## src/rtl/freq_meter_pkg.sv

```systemverilog
// Shared widths, FSM state encodings and dividend helper for the tuner frequency meters.
package freq_meter_pkg;

  localparam int unsigned DIV_W = 32;
  localparam int unsigned CNT_W = 20;
  localparam int unsigned ST_W  = 2;

  localparam logic [1:0] ST_SEEK    = 2'd0;
  localparam logic [1:0] ST_MEASURE = 2'd1;
  localparam logic [1:0] ST_DIVIDE  = 2'd2;
  localparam logic [1:0] ST_DONE    = 2'd3;

  // Samples per second times periods per measurement; quotient by sample count gives Hz.
  function automatic logic [DIV_W-1:0] calc_dividend(input int unsigned rate,
                                                     input int unsigned periods);
    return DIV_W'(rate * periods);
  endfunction

endpackage

```

## src/rtl/serial_divider.sv

```systemverilog
// Restoring unsigned divider, one quotient bit per cycle; divisor 0 yields all-ones quotient.
module serial_divider
  import freq_meter_pkg::*;
#(
  parameter int unsigned W = DIV_W
) (
  input  logic         clk,
  input  logic         reset,
  input  logic         start,
  input  logic [W-1:0] dividend,
  input  logic [W-1:0] divisor,
  output logic         done,
  output logic         busy,
  output logic [W-1:0] quotient
);

  localparam int unsigned CW = $clog2(W + 1);

  logic [W-1:0]  rem;
  logic [W-1:0]  dvs;
  logic [CW-1:0] cnt;
  logic [W:0]    shifted_c;
  logic          ge_c;

  assign shifted_c = {rem, quotient[W-1]};
  assign ge_c      = shifted_c >= {1'b0, dvs};

  // Dividend bits shift out of the quotient register as quotient bits shift in.
  always_ff @(posedge clk) begin
    if (reset) begin
      rem      <= '0;
      dvs      <= '0;
      cnt      <= '0;
      busy     <= 1'b0;
      done     <= 1'b0;
      quotient <= '0;
    end else begin
      done <= 1'b0;
      if (start) begin
        rem      <= '0;
        dvs      <= divisor;
        quotient <= dividend;
        cnt      <= CW'(W);
        busy     <= 1'b1;
      end else if (busy) begin
        if (ge_c) rem <= W'(shifted_c - {1'b0, dvs});
        else      rem <= shifted_c[W-1:0];
        quotient <= {quotient[W-2:0], ge_c};
        cnt      <= cnt - CW'(1);
        if (cnt == CW'(1)) begin
          busy <= 1'b0;
          done <= 1'b1;
        end
      end
    end
  end

endmodule

```

## src/rtl/zero_cross_freq_meter.sv

```systemverilog
// Codec ADC reader: hysteretic rising zero-crossing counter with serial divide to Hz.
// Build option FREQ_AVG_EN: average each new result with the previous one.
module zero_cross_freq_meter
  import freq_meter_pkg::*;
#(
  parameter int unsigned SAMPLE_W    = 24,
  parameter int unsigned SAMPLE_RATE = 48000,
  parameter int unsigned PERIODS     = 4,
  parameter int unsigned HYST        = 4096,
  parameter int unsigned TIMEOUT     = 4800,
  parameter int unsigned FREQ_W      = 16
) (
  input  logic                clk,
  input  logic                reset,
  input  logic                read_ready,
  input  logic [SAMPLE_W-1:0] readdata,
  output logic                read,
  output logic [FREQ_W-1:0]   freq,
  output logic                freq_valid,
  output logic                busy
);

  localparam int unsigned X_W = $clog2(PERIODS + 1);
  localparam logic [DIV_W-1:0] DIVIDEND = calc_dividend(SAMPLE_RATE, PERIODS);
  localparam logic signed [SAMPLE_W-1:0] POS_TH = SAMPLE_W'(HYST);
  localparam logic signed [SAMPLE_W-1:0] NEG_TH = -POS_TH;

  logic [ST_W-1:0]             state_q, state_d;
  logic                        armed;
  logic [CNT_W-1:0]            samp_cnt, idle_cnt;
  logic [X_W-1:0]              xcnt;
  logic signed [SAMPLE_W-1:0]  sample_c;
  logic                        accept_c, cross_c, last_cross_c, timeout_c, hunting_c;
  logic [CNT_W-1:0]            samp_inc_c, idle_inc_c;
  logic [X_W-1:0]              xcnt_inc_c;
  logic                        div_done;
  logic [DIV_W-1:0]            div_quot;
  logic [FREQ_W-1:0]           q_sat_c, result_c;

  assign accept_c     = read_ready & ~read;
  assign sample_c     = $signed(readdata);
  assign cross_c      = accept_c & armed & (sample_c >= POS_TH);
  assign samp_inc_c   = samp_cnt + CNT_W'(1);
  assign idle_inc_c   = idle_cnt + CNT_W'(1);
  assign xcnt_inc_c   = xcnt + X_W'(1);
  assign hunting_c    = (state_q == ST_SEEK) || (state_q == ST_MEASURE);
  assign last_cross_c = (state_q == ST_MEASURE) && cross_c && (xcnt_inc_c == X_W'(PERIODS));
  // A crossing on the timeout sample wins over the timeout.
  assign timeout_c    = accept_c & ~cross_c & hunting_c & (idle_inc_c >= CNT_W'(TIMEOUT));

  serial_divider #(.W(DIV_W)) u_div (
    .clk      (clk),
    .reset    (reset),
    .start    (last_cross_c),
    .dividend (DIVIDEND),
    .divisor  (DIV_W'(samp_inc_c)),
    .done     (div_done),
    .busy     (busy),
    .quotient (div_quot)
  );

  assign q_sat_c = (|div_quot[DIV_W-1:FREQ_W]) ? '1 : div_quot[FREQ_W-1:0];

`ifdef FREQ_AVG_EN
  logic              have_prev;
  logic [FREQ_W:0]   sum_c;
  assign sum_c    = {1'b0, freq} + {1'b0, q_sat_c};
  assign result_c = have_prev ? FREQ_W'(sum_c >> 1) : q_sat_c;

  // Averaging restarts from scratch after reset or a 0 Hz timeout.
  always_ff @(posedge clk) begin
    if (reset)                                 have_prev <= 1'b0;
    else if (timeout_c)                        have_prev <= 1'b0;
    else if (state_q == ST_DIVIDE && div_done) have_prev <= 1'b1;
  end
`else
  assign result_c = q_sat_c;
`endif

  always_ff @(posedge clk) begin
    if (reset) state_q <= ST_SEEK;
    else       state_q <= state_d;
  end

  always_comb begin
    state_d = state_q;
    case (state_q)
      ST_SEEK:    if (cross_c) state_d = ST_MEASURE;
      ST_MEASURE: begin
        if (last_cross_c)   state_d = ST_DIVIDE;
        else if (timeout_c) state_d = ST_SEEK;
      end
      ST_DIVIDE:  if (div_done) state_d = ST_DONE;
      ST_DONE:    state_d = ST_SEEK;
      default:    state_d = ST_SEEK;
    endcase
  end

  // Handshake, detector, counters and result register.
  always_ff @(posedge clk) begin
    if (reset) begin
      read       <= 1'b0;
      armed      <= 1'b0;
      samp_cnt   <= '0;
      idle_cnt   <= '0;
      xcnt       <= '0;
      freq       <= '0;
      freq_valid <= 1'b0;
    end else begin
      read       <= accept_c;
      freq_valid <= 1'b0;
      if (accept_c) begin
        if (sample_c < NEG_TH) armed <= 1'b1;
        else if (cross_c)      armed <= 1'b0;
      end
      if (timeout_c) begin
        idle_cnt   <= '0;
        samp_cnt   <= '0;
        xcnt       <= '0;
        freq       <= '0;
        freq_valid <= 1'b1;
      end else begin
        if (accept_c) idle_cnt <= cross_c ? '0 : idle_inc_c;
        if (state_q == ST_SEEK && cross_c) begin
          samp_cnt <= '0;
          xcnt     <= '0;
        end
        if (state_q == ST_MEASURE) begin
          if (accept_c) samp_cnt <= samp_inc_c;
          if (cross_c)  xcnt     <= xcnt_inc_c;
        end
      end
      if (state_q == ST_DIVIDE && div_done) begin
        freq       <= result_c;
        freq_valid <= 1'b1;
      end
    end
  end

endmodule
```

## config.mk

```make
export PLATFORM = sky130hd
export DESIGN_NAME = zero_cross_freq_meter
export DESIGN_NICKNAME = d
export VERILOG_FILES = /design/src/rtl/freq_meter_pkg.sv /design/src/rtl/serial_divider.sv /design/src/rtl/zero_cross_freq_meter.sv
export SDC_FILE = /design/constraint.sdc
export NUM_CORES = 1
export LEC_CHECK = 0
export ABC_CLOCK_PERIOD_IN_PS = 3150
export CORE_ASPECT_RATIO = 0.6
export CORE_UTILIZATION = 60
export DETAILED_ROUTE_END_ITERATION = 7
export PLACE_DENSITY_LB_ADDON = 0.12
export SETUP_SLACK_MARGIN = 0.15
export SLEW_MARGIN = 25
export SYNTH_ARGS = -nofsm -noshare
export SYNTH_HDL_FRONTEND = slang
export SYNTH_SLANG_ARGS = --single-unit
```

## constraint.sdc

```tcl
create_clock -name clk -period 3.15 [get_ports clk]
set_input_delay 0.63 -clock clk [delete_from_list [all_inputs] [get_ports clk]]
set_output_delay 0.63 -clock clk [all_outputs]
set_load 0.02 [all_outputs]
```

Word level (Yosys, flattened, before mapping)
Cells that the tools add are included.
- magnitude comparators: 4
- bitwise logic cells: 9
- mux-type cells: 28
- reductions and logical operators: 15
- $add $sub $neg: 5
- eq/ne operators: 8
- operators by type and width (operator ; number):
    two-way mux 20 bit ; 4
    two-way mux 16 bit ; 3
    adder 20 x 1 -> 20 bit (second input constant) ; 2
    two-way mux 18 bit ; 2
    greater-or-equal comparator 33 x 20 -> 1 bit ; 1
    two-way mux 32 bit ; 1
    subtractor 32 x 20 -> 32 bit ; 1
    greater-or-equal comparator 24 x 14 -> 1 bit (second input constant) ; 1
    < comparator 24 x 13 -> 1 bit (second input constant) ; 1
    greater-or-equal comparator 20 x 13 -> 1 bit (second input constant) ; 1
    OR reduction 16 bit ; 1
    two-way mux 6 bit ; 2
    two-way mux 3 bit ; 3
    two-way mux 1 bit ; 8
    two-way mux 2 bit ; 4
    one-hot mux 2 bit (4 select lines) ; 1
    bitwise AND 1 bit ; 6
    equality test 6 x 1 -> 1 bit (second input constant) ; 1
    nonzero test 2 bit ; 3
    subtractor 6 x 1 -> 6 bit (second input constant) ; 1
    equality test 2 bit (second input constant) ; 2
    logical AND 1 bit ; 4
    OR reduction 2 bit ; 2
    adder 3 x 1 -> 3 bit (second input constant) ; 1
    11 further kinds ; 13
- register bits: 156
- output and inout bits: 19

Longest topological paths before layout
Gate-level depths: netlist of run 1.
- depth in word-level cells: 11
- depth in mapped cells: 13
- depth with buffers taken out: 11

By module
From an unflattened synthesis of run 1, not the netlist that was laid out.
- cells, all modules: 1300
- area, all modules: 10440.0 µm²
- by module, submodules not included (module ; sequential area each (µm²) ; times used ; area each (µm²) ; cells an instance):
    serial_divider ; 2082.0 ; 1 ; 6577.6 ; 804
    zero_cross_freq_meter ; 1281.2 ; 1 ; 3862.5 ; 496

Least setup slack after synthesis of run 1
No wires, ideal clock.
- path type: register to register
- start: reg u_div.dvs[12]
- end: reg u_div.rem[22]
- period minus slack after synthesis: 2624 ps
- setup slack: 526 ps
- stages on the path, launching flop included: 13
- required time: 3018 ps
- library setup time: 132 ps
- arrival: 2491 ps
- path through: dfxtp_1 > inv_1 > ha_1 > clkbuf_1 > nand4_1 > or3_1 > a211oi_1 > nor4_1 > o311a_1 > buf_6 > nor4_1 > xnor2_1 > a21oi_1
- cells in the longest elaborated chain, start to end: 2
- elaborated cells between the ends (all ways): 3
- ends and longest elaborated chain (what ; RTL line ; RTL):
    start: declaration ; serial_divider.sv:20 ; logic [W-1:0] dvs;
    start signal: assignment ; serial_divider.sv:41 ; dvs <= divisor;
    subtractor 32 x 20 -> 32 bit / greater-or-equal comparator 33 x 20 -> 1 bit (equally long branches) ; serial_divider.sv:46, serial_divider.sv:26 ;
    two-way mux 32 bit (*) ; serial_divider.sv:46 ; if (ge_c) rem <= W'(shifted_c - {1'b0, dvs});
    end signal: assignment ; serial_divider.sv:46 ;
    end signal: assignment ; serial_divider.sv:47 ; else rem <= shifted_c[W-1:0];
    end: declaration ; serial_divider.sv:19 ; logic [W-1:0] rem;
Every way passes the cells marked *; elsewhere a longest branch is shown, timed or not.
A chain may end at the register's enable or synchronous reset.

Worst setup path after layout of run 1
- start: reg idle_cnt[0]
- end: reg freq[13]
- cells in the longest elaborated chain, start to end: 4
- ends and longest elaborated chain (what ; RTL line ; RTL):
    start: declaration ; zero_cross_freq_meter.sv:30 ; logic [CNT_W-1:0] samp_cnt, idle_cnt;
    start signal: assignment ; zero_cross_freq_meter.sv:123 ; if (accept_c) idle_cnt <= cross_c ? '0 : idle_inc_c;
    adder 20 x 1 -> 20 bit ; zero_cross_freq_meter.sv:44 ; assign idle_inc_c = idle_cnt + CNT_W'(1);
    greater-or-equal comparator 20 x 13 -> 1 bit ; zero_cross_freq_meter.sv:49 ; assign timeout_c = accept_c & ~cross_c & hunting_c & (idle_inc_c >= CNT_W'(TIMEOUT));
    bitwise AND 1 bit ; zero_cross_freq_meter.sv:49 ;
    nonzero test 2 bit (no line) ; -- ;
    end signal: assignment ; zero_cross_freq_meter.sv:134 ; freq <= result_c;
    end: declaration ; zero_cross_freq_meter.sv:18 ; output logic [FREQ_W-1:0] freq,
No other way between the ends.

==> summary by stage, run 1 <==
Floorplanning
The area of the placeable core is 13,100 µm². The die area is 14,200 µm². The height of the chip is 92.6 µm. The site row count is 32. The die boundary width is 153 µm. The number of I/O pins is 46. For this configuration, the core starts out at a cell density of 0.627.

Power
In this run the power spent charging and discharging nets is 1.08 mW. Of the total power, combinational logic draws 0.032. The switching portion of total power is 0.258. The share of total power dissipated in sequential elements is 0.472.

The share of total power dissipated in the clock network is 0.496. Dividing total power by cell area gives a power density of 437 nW/µm². The cell leakage power is 3.52 nW. VDD sags by at most 0.255 mV. The internal power is 3.11 mW.

Synth
The post-synthesis cell type count is 61. The cell count after synthesis is 1,017. The share of synthesized area occupied by flip-flops and latches is 0.380. The leading register cell type out of synthesis is sky130_fd_sc_hd__dfxtp_1. The mapped netlist covers 8210 µm².

In this run, synthesis produced a sequential element count of 156. The average footprint of a synthesized cell is 8.08 µm². The synthesis warning total is 0. Counting flops with an async set or reset pin after synthesis yields a share of 0. The number of nets in the synthesized netlist is 1,071. In this run, synthesis inferred 0 flip-flops with an integrated enable.

GRT
Entering global routing, the biggest net connects 80 pins. The via count of the first global-routing pass came to 6,647. In the global route stage, overall resource usage came out at 0.279.

The total overflow left after global routing is 0. The initial antenna violation count is 0. The global-route wire length before repair is 32.5 mm.

Setup path
The number of buffers and inverters on the critical path is 2. At the worst endpoint, the arrival time is 3.17 ns. For this design, the slowest cell found on the critical path is sky130_fd_sc_hd__or4_4. The nature of the critical path startpoint is a register. The cell class contributing the biggest share of worst-path delay is simple AND/OR/NAND/NOR gates. The signal on the critical path passes through ha_2 > nand3_2 > or4_4 > or3_1 > o211ai_1 > a221oi_2 > buf_4 > o21ai_4 > nor2_4 > buf_12 > o2bb2ai_1. The kind of end point of the critical path is a register. The setup path with the least slack is of type register to register. Along the worst path, the maximum fanout reaches 16.

On the worst path, the slowest cell contributes a delay of 0.60 ns. For the worst setup path, the data required time is 3.45 ns.

Clocking
The clock sink count is 156. The clock-pin slew on the worst setup and hold paths is 0.08 ns. At the later pin of the worst-skew pair, clock insertion delay measures 0.43 ns. Counting the buffers created by CTS gives 17.

The number of buffers on the longest clock path is 2. The cell at the root of the clock tree is sky130_fd_sc_hd__clkbuf_16. The CTS tree is yes. After clock tree synthesis, the flow added hold-fix buffers numbering 0. The H-tree generated during clock tree synthesis spans 4 levels.

Finish
The final design utilization is 0.732. The total inserted antenna cells is 0. Leaving out fill and tap cells, the most frequent cell in the layout is sky130_fd_sc_hd__dfxtp_1.

At the end of the flow, the number of nets in the layout was 1,098. Of the cells placed in the final design, the portion with a size suffix greater than 1 is 0.0993. The final design area excluding fillers is 9590 µm². The library cells used most frequently in the layout, excluding fill and tap cells, are sky130_fd_sc_hd__dfxtp_1, sky130_fd_sc_hd__nor2_1, sky130_fd_sc_hd__a21oi_1. The area added between synthesis and finish is 16.7%.

Run
Max-cap violations in this run came to 0.

STA
The count of final setup violators is 0. The count of pins over their slew limit came to 0. The setup total negative slack is 0 ns.

Hold timing on the final database bottoms out at a slack of 0.471 ns. The slew at the pin closest to its max-slew limit is 0.782 ns. The number of failing hold endpoints at the final stage came to 0. The top achievable clock speed is 0.348 GHz. Setup repair after global routing left no endpoint under its margin. The worst slew margin relative to its limit is 0.479. The post-route minimum period is 2.87 ns. The clock tree skew after final layout is 0.0130 ns. The fraction of the cycle the final worst path needs is 0.913.

Detailed routing
The post-detailed-route count of antenna-violating nets is 0. The DRC violation count after routing is 0. The vias per cell is 6.03. The final layout contains routed wiring with a total length of 19.6 mm. The first-pass iteration count of the detailed router is 5. For this block, the initial DRC count from the detailed router was 569. Summing over every cut layer, the via total after detailed routing is 7,393. After detailed routing, the average wire length per cell comes to 16.0 µm.

Placement
Port buffering added 33 buffers. The half-perimeter wire length of the detailed placement result is 12.9 mm. The final estimated routing congestion in global placement is 0.952.

Once placement finished, the instance area stood at 8810 µm².

Worst hold path
The worst min-delay path class is register to register.

Run status
The flow ran to the end, and the final reports show no timing, DRC or antenna violations.
==> metal layers <==
layer  wire length (µm)  track usage  up-vias
li1                   -            -     3711
met1              10100        0.417     3446
met2               8080        0.409      216
met3               1300       0.0510       20
met4                171       0.0715        0
met5                  0            0        -
==> kinds of logic (layout without fill, tap and decap cells) <==
group	count (synthesis)	count (layout)	share of synthesized area
mux	36	36	0.0439
xor+xnor	49	49	0.0522
compound gates	291	291	0.211
flops	156	156	0.380
buf+inv	90	130	0.0449
fa+ha+maj	27	27	0.0420
simple gates	368	368	0.225
==> metrics by stage <==
stage	setup WS (ns)	instances	power, mW
global placement	0.133	1193	2.15
CTS	0.177	1225	4.20
global route	0.149	1227	4.31
finish	0.275	1227	4.19
floorplan	0.526	1017	2.09
detailed placement	0.0664	1193	2.15
==> synth_stat cells (16+ instances only) <==
cell / n / area [µm²]
sky130_fd_sc_hd__xnor2_1: 31 / 272
sky130_fd_sc_hd__a21oi_1: 116 / 581
sky130_fd_sc_hd__a211oi_1: 28 / 210
sky130_fd_sc_hd__dfxtp_1: 156 / 3120
sky130_fd_sc_hd__o2bb2ai_1: 16 / 140
sky130_fd_sc_hd__clkbuf_1: 50 / 188
sky130_fd_sc_hd__mux2i_1: 36 / 360
sky130_fd_sc_hd__nand2_1: 55 / 206
sky130_fd_sc_hd__nor3_1: 24 / 120
sky130_fd_sc_hd__xor2_1: 18 / 158
sky130_fd_sc_hd__nor4_1: 18 / 113
sky130_fd_sc_hd__nor2_1: 147 / 552
sky130_fd_sc_hd__ha_1: 26 / 325
sky130_fd_sc_hd__nand3_1: 22 / 110
sky130_fd_sc_hd__inv_1: 28 / 105
sky130_fd_sc_hd__o21ai_0: 78 / 390
sky130_fd_sc_hd__or3_1: 16 / 100
==> registers in the layout (all words and copies together) (netlist names), named ones only <==
register and cells:
u_div.quotient 32, u_div.rem 32, idle_cnt 20, samp_cnt 20, u_div.dvs 20, freq 16
u_div.cnt 6, armed 1, freq_valid 1, read 1, state_q 1, u_div.busy 1
u_div.done 1, xcnt 1
==> path summary, 6_finish.rpt <==
kind | startpoint | end | slack (ns) | cells after the start
setup / recovery | idle_cnt[0] | freq[13] | 0.28 | 11
hold / removal | freq[1] | freq[1] | 0.47 | 1
setup reg to reg | idle_cnt[0] | freq[13] | 0.28 | 11
hold reg to reg | freq[1] | freq[1] | 0.47 | 1
==> power groups by stage <==
stage	Clock [mW]	Sequential, mW	Combinational [mW]
3_3_place_gp	0	2.02	0.121
4_1_cts	2.10	1.98	0.122
2_1_floorplan	0	2.02	0.0644
6_report	2.08	1.98	0.132
5_1_grt	2.19	1.98	0.141
3_5_place_dp	0	2.02	0.122
==> layout make-up <==
type	instances	area, µm²
Inverter	28	105
Timing Repair Buffer	70	676
Multi-Input combinational cell	771	4840
Tap cell	170	213
Clock inverter	15	198
Fill cell	1035	3510
Sequential cell	156	3130
Clock buffer	17	425
==> repair_timing <==
item / 4_1_cts / 5_1_grt
gates cloned: 0 / 1
pin swaps: 0 / 5
hold endpoints to repair: 0 / 0
setup endpoints to repair: 2 / 73
gates resized for setup: 2 / 20
buffers inserted: 0 / 1
(Power assumes the default switching activity.)
==> inputs of run 2 (changes only) <==
--- a/config.mk
+++ b/config.mk
@@ -5,9 +5,10 @@
 export SDC_FILE = /design/constraint.sdc
 export NUM_CORES = 1
 export LEC_CHECK = 0
+export ABC_AREA = 1
 export ABC_CLOCK_PERIOD_IN_PS = 3150
 export CORE_ASPECT_RATIO = 0.6
-export CORE_UTILIZATION = 60
+export CORE_UTILIZATION = 61
 export DETAILED_ROUTE_END_ITERATION = 7
 export PLACE_DENSITY_LB_ADDON = 0.12
 export SETUP_SLACK_MARGIN = 0.15
==> run 2 against run 1 <==
  * Sequential share of layout area down 1.3 points
  * Die area grew 6.5%
  * Via count rose by 14%
  * Clock skew down 0.00066 ns
  * Non-clock buffer count is 19 lower
==> summary by stage, run 2 <==
Run status
The run finished with clean final reports.

Finish
The final design utilization is 0.715. The largest registers in the layout are u_div.quotient x32, u_div.rem x32. The area added between synthesis and finish is 12.2%.

The commonest non-fill, non-tap cell in the layout is sky130_fd_sc_hd__nand2_1. The fraction of layout instances using a drive strength above 1 is 0.0868. Leaving out fill and tap cells, the most frequent cells in the layout are sky130_fd_sc_hd__nand2_1, sky130_fd_sc_hd__dfxtp_1, sky130_fd_sc_hd__inv_1. The count of fill cells added during filler insertion is 1,205. After the last flow step, the layout net total stands at 1,355. The total inserted antenna cells is 0.

Clocking
Buffers inserted to repair hold after CTS numbered 0. The clock-pin slew on the worst setup and hold paths is 0.07 ns. In this run the number of H-tree levels came out at 4. The clock reaches the later pin of the worst-skew pair after 0.43 ns.

The root buffer cell chosen for the clock tree is sky130_fd_sc_hd__clkbuf_16. The post-cts sizing count is 0. The post-CTS repair timing setup buffer count is 0.

The number of clock buffers added by TritonCTS is 17. The clock sink count is 156. The clock passes through at most 2 buffers. The CTS tree is yes.

Detailed routing
The total number of vias is 8,402. The DRC violation count after routing is 0. Before antenna repair, the detailed router went through 5 iterations. After the first detailed-routing iteration, the DRC count stood at 786.

The detailed-route wire length is 22.3 mm. The post-detailed-route count of antenna-violating nets is 0. The post-detailed-route wirelength per cell is 14.8 µm. Using the TritonRoute via totals, the vias-per-cell ratio works out to 5.58.

Power
Dividing total power by cell area gives a power density of 423 nW/µm². After layout, the design draws a total of 4.22 mW. The cell leakage power is 4.11 nW. The worst-case IR drop observed on VDD is 0.280 mV.

Synth
The synthesis warning total is 0. The share of synthesized area in the top cell type comes to 0.351. The leading register cell type out of synthesis is sky130_fd_sc_hd__dfxtp_1. The cell taking the most area after synthesis is sky130_fd_sc_hd__dfxtp_1. In the synthesized netlist, the cells that appear most often are sky130_fd_sc_hd__nand2_1, sky130_fd_sc_hd__dfxtp_1, sky130_fd_sc_hd__inv_1, sky130_fd_sc_hd__nor2_1, sky130_fd_sc_hd__a21oi_1. The average footprint of a synthesized cell is 6.95 µm². Ranked by total cell area, the synthesized netlist is headed by sky130_fd_sc_hd__dfxtp_1, sky130_fd_sc_hd__nand2_1, sky130_fd_sc_hd__a21oi_1, sky130_fd_sc_hd__inv_1, sky130_fd_sc_hd__nor2_1. Synthesis handed over a netlist of 1,280 instances. Yosys instantiated no cell more often than sky130_fd_sc_hd__nand2_1. The mapped netlist covers 8900 µm².

In this run, synthesis inferred 0 flip-flops with an integrated enable. The share of synthesized area occupied by flip-flops and latches is 0.351. The number of register bits inferred by synthesis is 156.

The number of nets in the synthesized netlist is 1,334. The fraction of registers with async set or reset after synthesis is 0. The post-synthesis cell type count is 50.

Worst hold path
In this run the worst hold path is classified as register to register. The cell depth of the worst hold path is 1.

STA
The clock tree skew after final layout is 0.0123 ns. The post-route minimum period is 2.56 ns. Measured against its own limit, the worst slew margin works out to 0.587. The top achievable clock speed is 0.391 GHz. The count of pins over their slew limit is 0. The number of failing hold endpoints at the final stage is 0. In the finished design, the share of the clock period the worst path needs comes to 0.813. At the pin with the least slew margin, the transition time is 0.619 ns. Hold is met by 0.451 ns.

For the final routed database, the setup TNS stands at 0 ns. The count of final setup violators is 0. Setup repair after global routing left no endpoint under its margin.

Setup path
The kind of end point of the critical path is a register. The critical path is of the register to register type. Measured in cells, the most critical reg-to-reg path has a length of 14. The nature of the critical path startpoint is a register. The required time reported for the critical path endpoint is 3.45 ns.

The maximum net fanout on the critical path is 21. The critical path data arrival time is 2.86 ns.

Floorplanning
The initialized floorplan defines 33 standard-cell rows. The die covers 15,100 µm². 46 I/O pins were placed. The die boundary width is 158 µm. The area of the placeable core is 14,000 µm². For this configuration, the core starts out at a cell density of 0.638. Measured along the y axis, the die boundary spans 95.6 µm.

Run
Max-cap violations in this run came to 0.

GRT
The via count of the first global-routing pass is 7,405. The overall overflow remaining after global route is 0. The global-route usage over all layers is 0.311. Entering global routing, the biggest net connects 73 pins.

The global-route wire length before repair is 36.8 mm. The initial antenna violation count is 0.

Placement
The congestion estimate from routability-driven global placement came to 0.985. The half-perimeter wire length of the detailed placement result is 15.9 mm. The number of input and output port buffers inserted is 33.
## run 2: cell types whose count changed in the layout (fill, tap and decap cells not counted), sizes merged, moves of 22 or more
cell and change:
inv +112, mux2i -36, nand2 +250, nand3 +64, nand3b +22, o21ai -24
## run 2: logic make-up after synthesis
family | count (synthesis) | share of synthesized area
simple gates | 622 | 0.327
compound gates | 239 | 0.152
fa+ha+maj | 27 | 0.0388
xor+xnor | 43 | 0.0423
buf+inv | 193 | 0.0896
flops | 156 | 0.351
## run 2: final cells by class
cell class	instances	area, µm²	share of cell area
Sequential cell	156	3120	0.313
Timing Repair Buffer	51	490	0.0491
Tap cell	192	240	0.0241
Clock inverter	15	180	0.0180
Inverter	144	541	0.0541
Multi-Input combinational cell	931	4980	0.499
Clock buffer	17	425	0.0426
## run 2: path summary, 6_finish.rpt
kind | start | end | slack (ns)
hold / removal | state_q[0] | state_q[0] | 0.45
setup reg to reg | u_div.dvs[18] | u_div.rem[1] | 0.59
setup / recovery | u_div.dvs[18] | u_div.rem[1] | 0.59
hold reg to reg | state_q[0] | state_q[0] | 0.45
## run 2: where the power goes
group / switching (mW) / internal (mW) / leakage [nW]
clock: 0.929 / 1.20 / 0.292
combinational: 0.0746 / 0.0383 / 2.56
sequential: 0.00393 / 1.98 / 1.26
## run 2: routing by layer
layer,wire length [µm],part of all wire,up-vias,GRT usage
met2,8700,0.39,249,0.443
met1,11700,0.52,3885,0.474
li1,-,-,4255,-
met3,1790,0.080,13,0.0659
met4,143,0.0064,0,0.0617
met5,0,0,-,0
## run 2: through the flow
stage          instances  cell area, µm²  setup slack [ns]
2_1_floorplan       1280            8900              1.07
3_3_place_gp        1474            9380             0.497
3_5_place_dp        1474            9380             0.447
4_1_cts             1506            9980             0.614
5_1_grt             1506            9980             0.285
6_report            1506            9980             0.590
## run 2: critical path, cell delays in order, from the launching register on
cell and delay (ns):
sky130_fd_sc_hd__dfxtp_1 0.31, sky130_fd_sc_hd__inv_1 0.09, sky130_fd_sc_hd__ha_1 0.39, sky130_fd_sc_hd__nand2_1 0.12, sky130_fd_sc_hd__inv_1 0.07, sky130_fd_sc_hd__nand2_1 0.11
sky130_fd_sc_hd__nor3_1 0.45, sky130_fd_sc_hd__nand3_1 0.13, sky130_fd_sc_hd__nand3b_1 0.10, sky130_fd_sc_hd__inv_1 0.07, sky130_fd_sc_hd__nand2_2 0.07, sky130_fd_sc_hd__buf_4 0.25
sky130_fd_sc_hd__nand2_1 0.10, sky130_fd_sc_hd__nand3_1 0.09, sky130_fd_sc_hd__a21oi_1 0.07
==> inputs of run 3 (changes only) <==
--- a/config.mk
+++ b/config.mk
@@ -6,9 +6,9 @@
 export NUM_CORES = 1
 export LEC_CHECK = 0
 export ABC_AREA = 1
-export ABC_CLOCK_PERIOD_IN_PS = 3150
+export ABC_CLOCK_PERIOD_IN_PS = 2300
 export CORE_ASPECT_RATIO = 0.6
-export CORE_UTILIZATION = 61
+export CORE_UTILIZATION = 55
 export DETAILED_ROUTE_END_ITERATION = 7
 export PLACE_DENSITY_LB_ADDON = 0.12
 export SETUP_SLACK_MARGIN = 0.15
==> constraint.sdc (replaced) <==
create_clock -name clk -period 2.3 [get_ports clk]
set_input_delay 0.46 -clock clk [delete_from_list [all_inputs] [get_ports clk]]
set_output_delay 0.46 -clock clk [all_outputs]
set_load 0.02 [all_outputs]
==> run 3 against run 2 <==
  * Hold slack better by 0.0038 ns
  * Setup slack lost 0.53 ns
  * Die area is 11% higher
  * Non-clock buffer count rose by 85
  * Critical endpoint is now u_div.rem[18]
  * Highest routed layer unchanged
==> summary by stage, run 3 (synthesis gave the netlist of run 2 again) <==
Finish
The final design area excluding fillers is 11,800 µm². The largest registers in the layout are u_div.quotient x32, u_div.rem x32. The net total in the final layout is 1,440. In the layout the commonest cells are sky130_fd_sc_hd__nand2_1, sky130_fd_sc_hd__dfxtp_1, sky130_fd_sc_hd__inv_1. In the final layout, the share of cells above drive strength 1 is 0.282. The library cell used most frequently in the layout, excluding fill and tap cells, is sky130_fd_sc_hd__nand2_1. The area added between synthesis and finish is 32.5%. The total inserted antenna cells is 0. After filler insertion, the fill cell instance count of the layout stands at 1,161.

Setup path
The required time reported for the critical path endpoint is 2.67 ns. The maximum net fanout on the critical path is 5. The nature of the critical path startpoint is a register.

The type of the setup path with the least slack is register to register. The number of buffers and inverters on the critical path is 4. For this run, the slowest stage of the critical path takes 0.32 ns.

The critical path data arrival time is 2.61 ns. STA classifies the critical path endpoint as a register. Grouping stages by cell kind, the critical path spends the most delay in simple AND/OR/NAND/NOR gates. The setup check on the worst reg-to-reg path leaves a slack of 0.06 ns. Traced cell by cell, the critical path runs through inv_1 > ha_4 > nand2_4 > nor2_4 > inv_1 > nor2_2 > nand2_2 > nand2_2 > nand2_4 > buf_6 > buf_4 > nand3b_1 > nand3_2 > a21oi_2. The largest individual stage delay along the critical path comes from the cell sky130_fd_sc_hd__dfxtp_1.

Clocking
Counting along the longest clock path gives a buffer depth of 2. Counting the buffers created by CTS gives 17. After clock tree synthesis, the clock-pin slew on the worst setup and hold paths is 0.08 ns. The CTS tree is yes.

The clock sink count is 156. The root buffer cell chosen for the clock tree is sky130_fd_sc_hd__clkbuf_16. The clock latency of the later-clocked register in the worst-skew pair is 0.43 ns. The H-tree generated during clock tree synthesis spans 4 levels. Buffers inserted to repair hold after CTS numbered 0.

GRT
The overall overflow remaining after global route is 0. The first global-routing pass estimated 40.7 mm of wire. Entering global routing, the biggest net connects 78 pins. The via count of the first global-routing pass came to 8,123. The initial antenna violation count is 0. Across every metal layer, demand over resource in global routing totals 0.304.

STA
The count of final setup violators is 0. The post-route minimum period is 2.24 ns. The count of pins over their slew limit is 0. Measured against its own limit, the worst slew margin works out to 0.413.

The top achievable clock speed is 0.446 GHz. Between clock sinks in the finished design, the worst skew comes to 0.0192 ns. Setup repair after global routing could not meet its margin everywhere.

At the pin with the least slew margin, the transition time is 0.880 ns. The fraction of the cycle the final worst path needs is 0.975. The tightest hold path in the finished design has a slack of 0.455 ns. The setup total negative slack is 0 ns.

The number of failing hold endpoints at the final stage is 0.

Run status
The run finished with clean final reports.

Detailed routing
The DRC violation count after routing is 0. Summing over every cut layer, the via total after detailed routing is 9,173. The post-detailed-route count of antenna-violating nets is 0. The detailed-route wire length is 27.5 mm.

The first-pass iteration count of the detailed router is 5. The number of DRC markers after the initial detailed-route iteration is 846. Using the TritonRoute via totals, the vias-per-cell ratio works out to 5.73. In the final routed layout, each cell accounts on average for 17.2 µm.

Power
The sequential group share of total power is 0.470. The cell leakage power is 4.79 nW. The completed layout was analyzed and its total power is 5.77 mW. Summed over all nets, the switching power comes to 1.52 mW. In this run the power density over the cells is 489 nW/µm². Of the total power, the share spent switching nets is 0.263. IR analysis of the VDD net gives a maximum drop of 0.393 mV. The relative contribution of combinational cells to total power is 0.037. The internal power is 4.25 mW. Of the total power, the clock network draws 0.494.

Run
The tool flagged a number of max-cap violations equal to 0.

Placement
The post-place instance area is 9790 µm². The number of input and output port buffers inserted is 33. At the end of routability-driven placement, the weighted congestion stood at 0.952. The half-perimeter wire length of the detailed placement result is 17.1 mm.

Floorplanning
The die area is 16,700 µm². The number of I/O pins is 46. Row generation in the floorplan step produced 35 rows. The area of the placeable core is 15,600 µm². The floorplan step set the die height to 101 µm. From left edge to right edge, the die measures 166 µm. The initial utilization of the core area, before any placement, comes to 0.571.

Worst hold path
In this run the worst hold path is classified as register to register.
run 3: changes by cell type in the layout (fill, tap and decap cells not counted), sizes merged:
cell / delta
buf: +78
clkinv: -1
clkbuf: +7
bufinv: -2
inv: +2
clkinvlp: +1
run 3: final cells by class:
| cell class | instances | area, µm² | share of cell area |
|---|---|---|---|
| Sequential cell | 156 | 3160 | 0.268 |
| Inverter | 144 | 543 | 0.0460 |
| Multi-Input combinational cell | 931 | 5840 | 0.495 |
| Clock buffer | 17 | 425 | 0.0361 |
| Clock inverter | 15 | 165 | 0.0140 |
| Timing Repair Buffer | 136 | 1410 | 0.119 |
| Tap cell | 203 | 254 | 0.0215 |
run 3: worst paths after layout:
kind / start / to / cells past startpoint
max: u_div.dvs[9] / u_div.rem[18] / 14
min: state_q[0] / state_q[0] / 1
max reg2reg: u_div.dvs[9] / u_div.rem[18] / 14
min reg2reg: state_q[0] / state_q[0] / 1
run 3: timing repair:
item,CTS,global route
buffers inserted,5,25
pin swaps,9,64
endpoints found under the setup margin,79,92
gates cloned,1,8
endpoints found under the hold margin,0,0
resized for setup,36,223
run 3: layer usage:
layer  vias up  GRT usage  share of wire  wire [µm]
met5         -          0              0          0
met1      4284      0.454           0.47      12800
met4         0     0.0719          0.016        430
li1       4427          -              -          -
met3        50     0.0620          0.096       2640
met2       412      0.447           0.42      11600
run 3: stage by stage:
stage | setup WS [ns] | util | std cells
2_1_floorplan | 0.223 | - | 1280
3_3_place_gp | -0.0427 | 0.628 | 1531
3_5_place_dp | -0.0939 | 0.628 | 1531
4_1_cts | 0.142 | 0.681 | 1569
5_1_grt | -0.0311 | 0.757 | 1602
6_report | 0.0581 | 0.757 | 1602
run 3: power groups by stage:
stage          Sequential, mW  Clock [mW]  Combinational, mW
3_3_place_gp             2.77           0              0.169
5_1_grt                  2.71        3.02              0.226
4_1_cts                  2.71        2.88              0.180
2_1_floorplan            2.77           0             0.0920
6_report                 2.71        2.85              0.212
3_5_place_dp             2.77           0              0.171
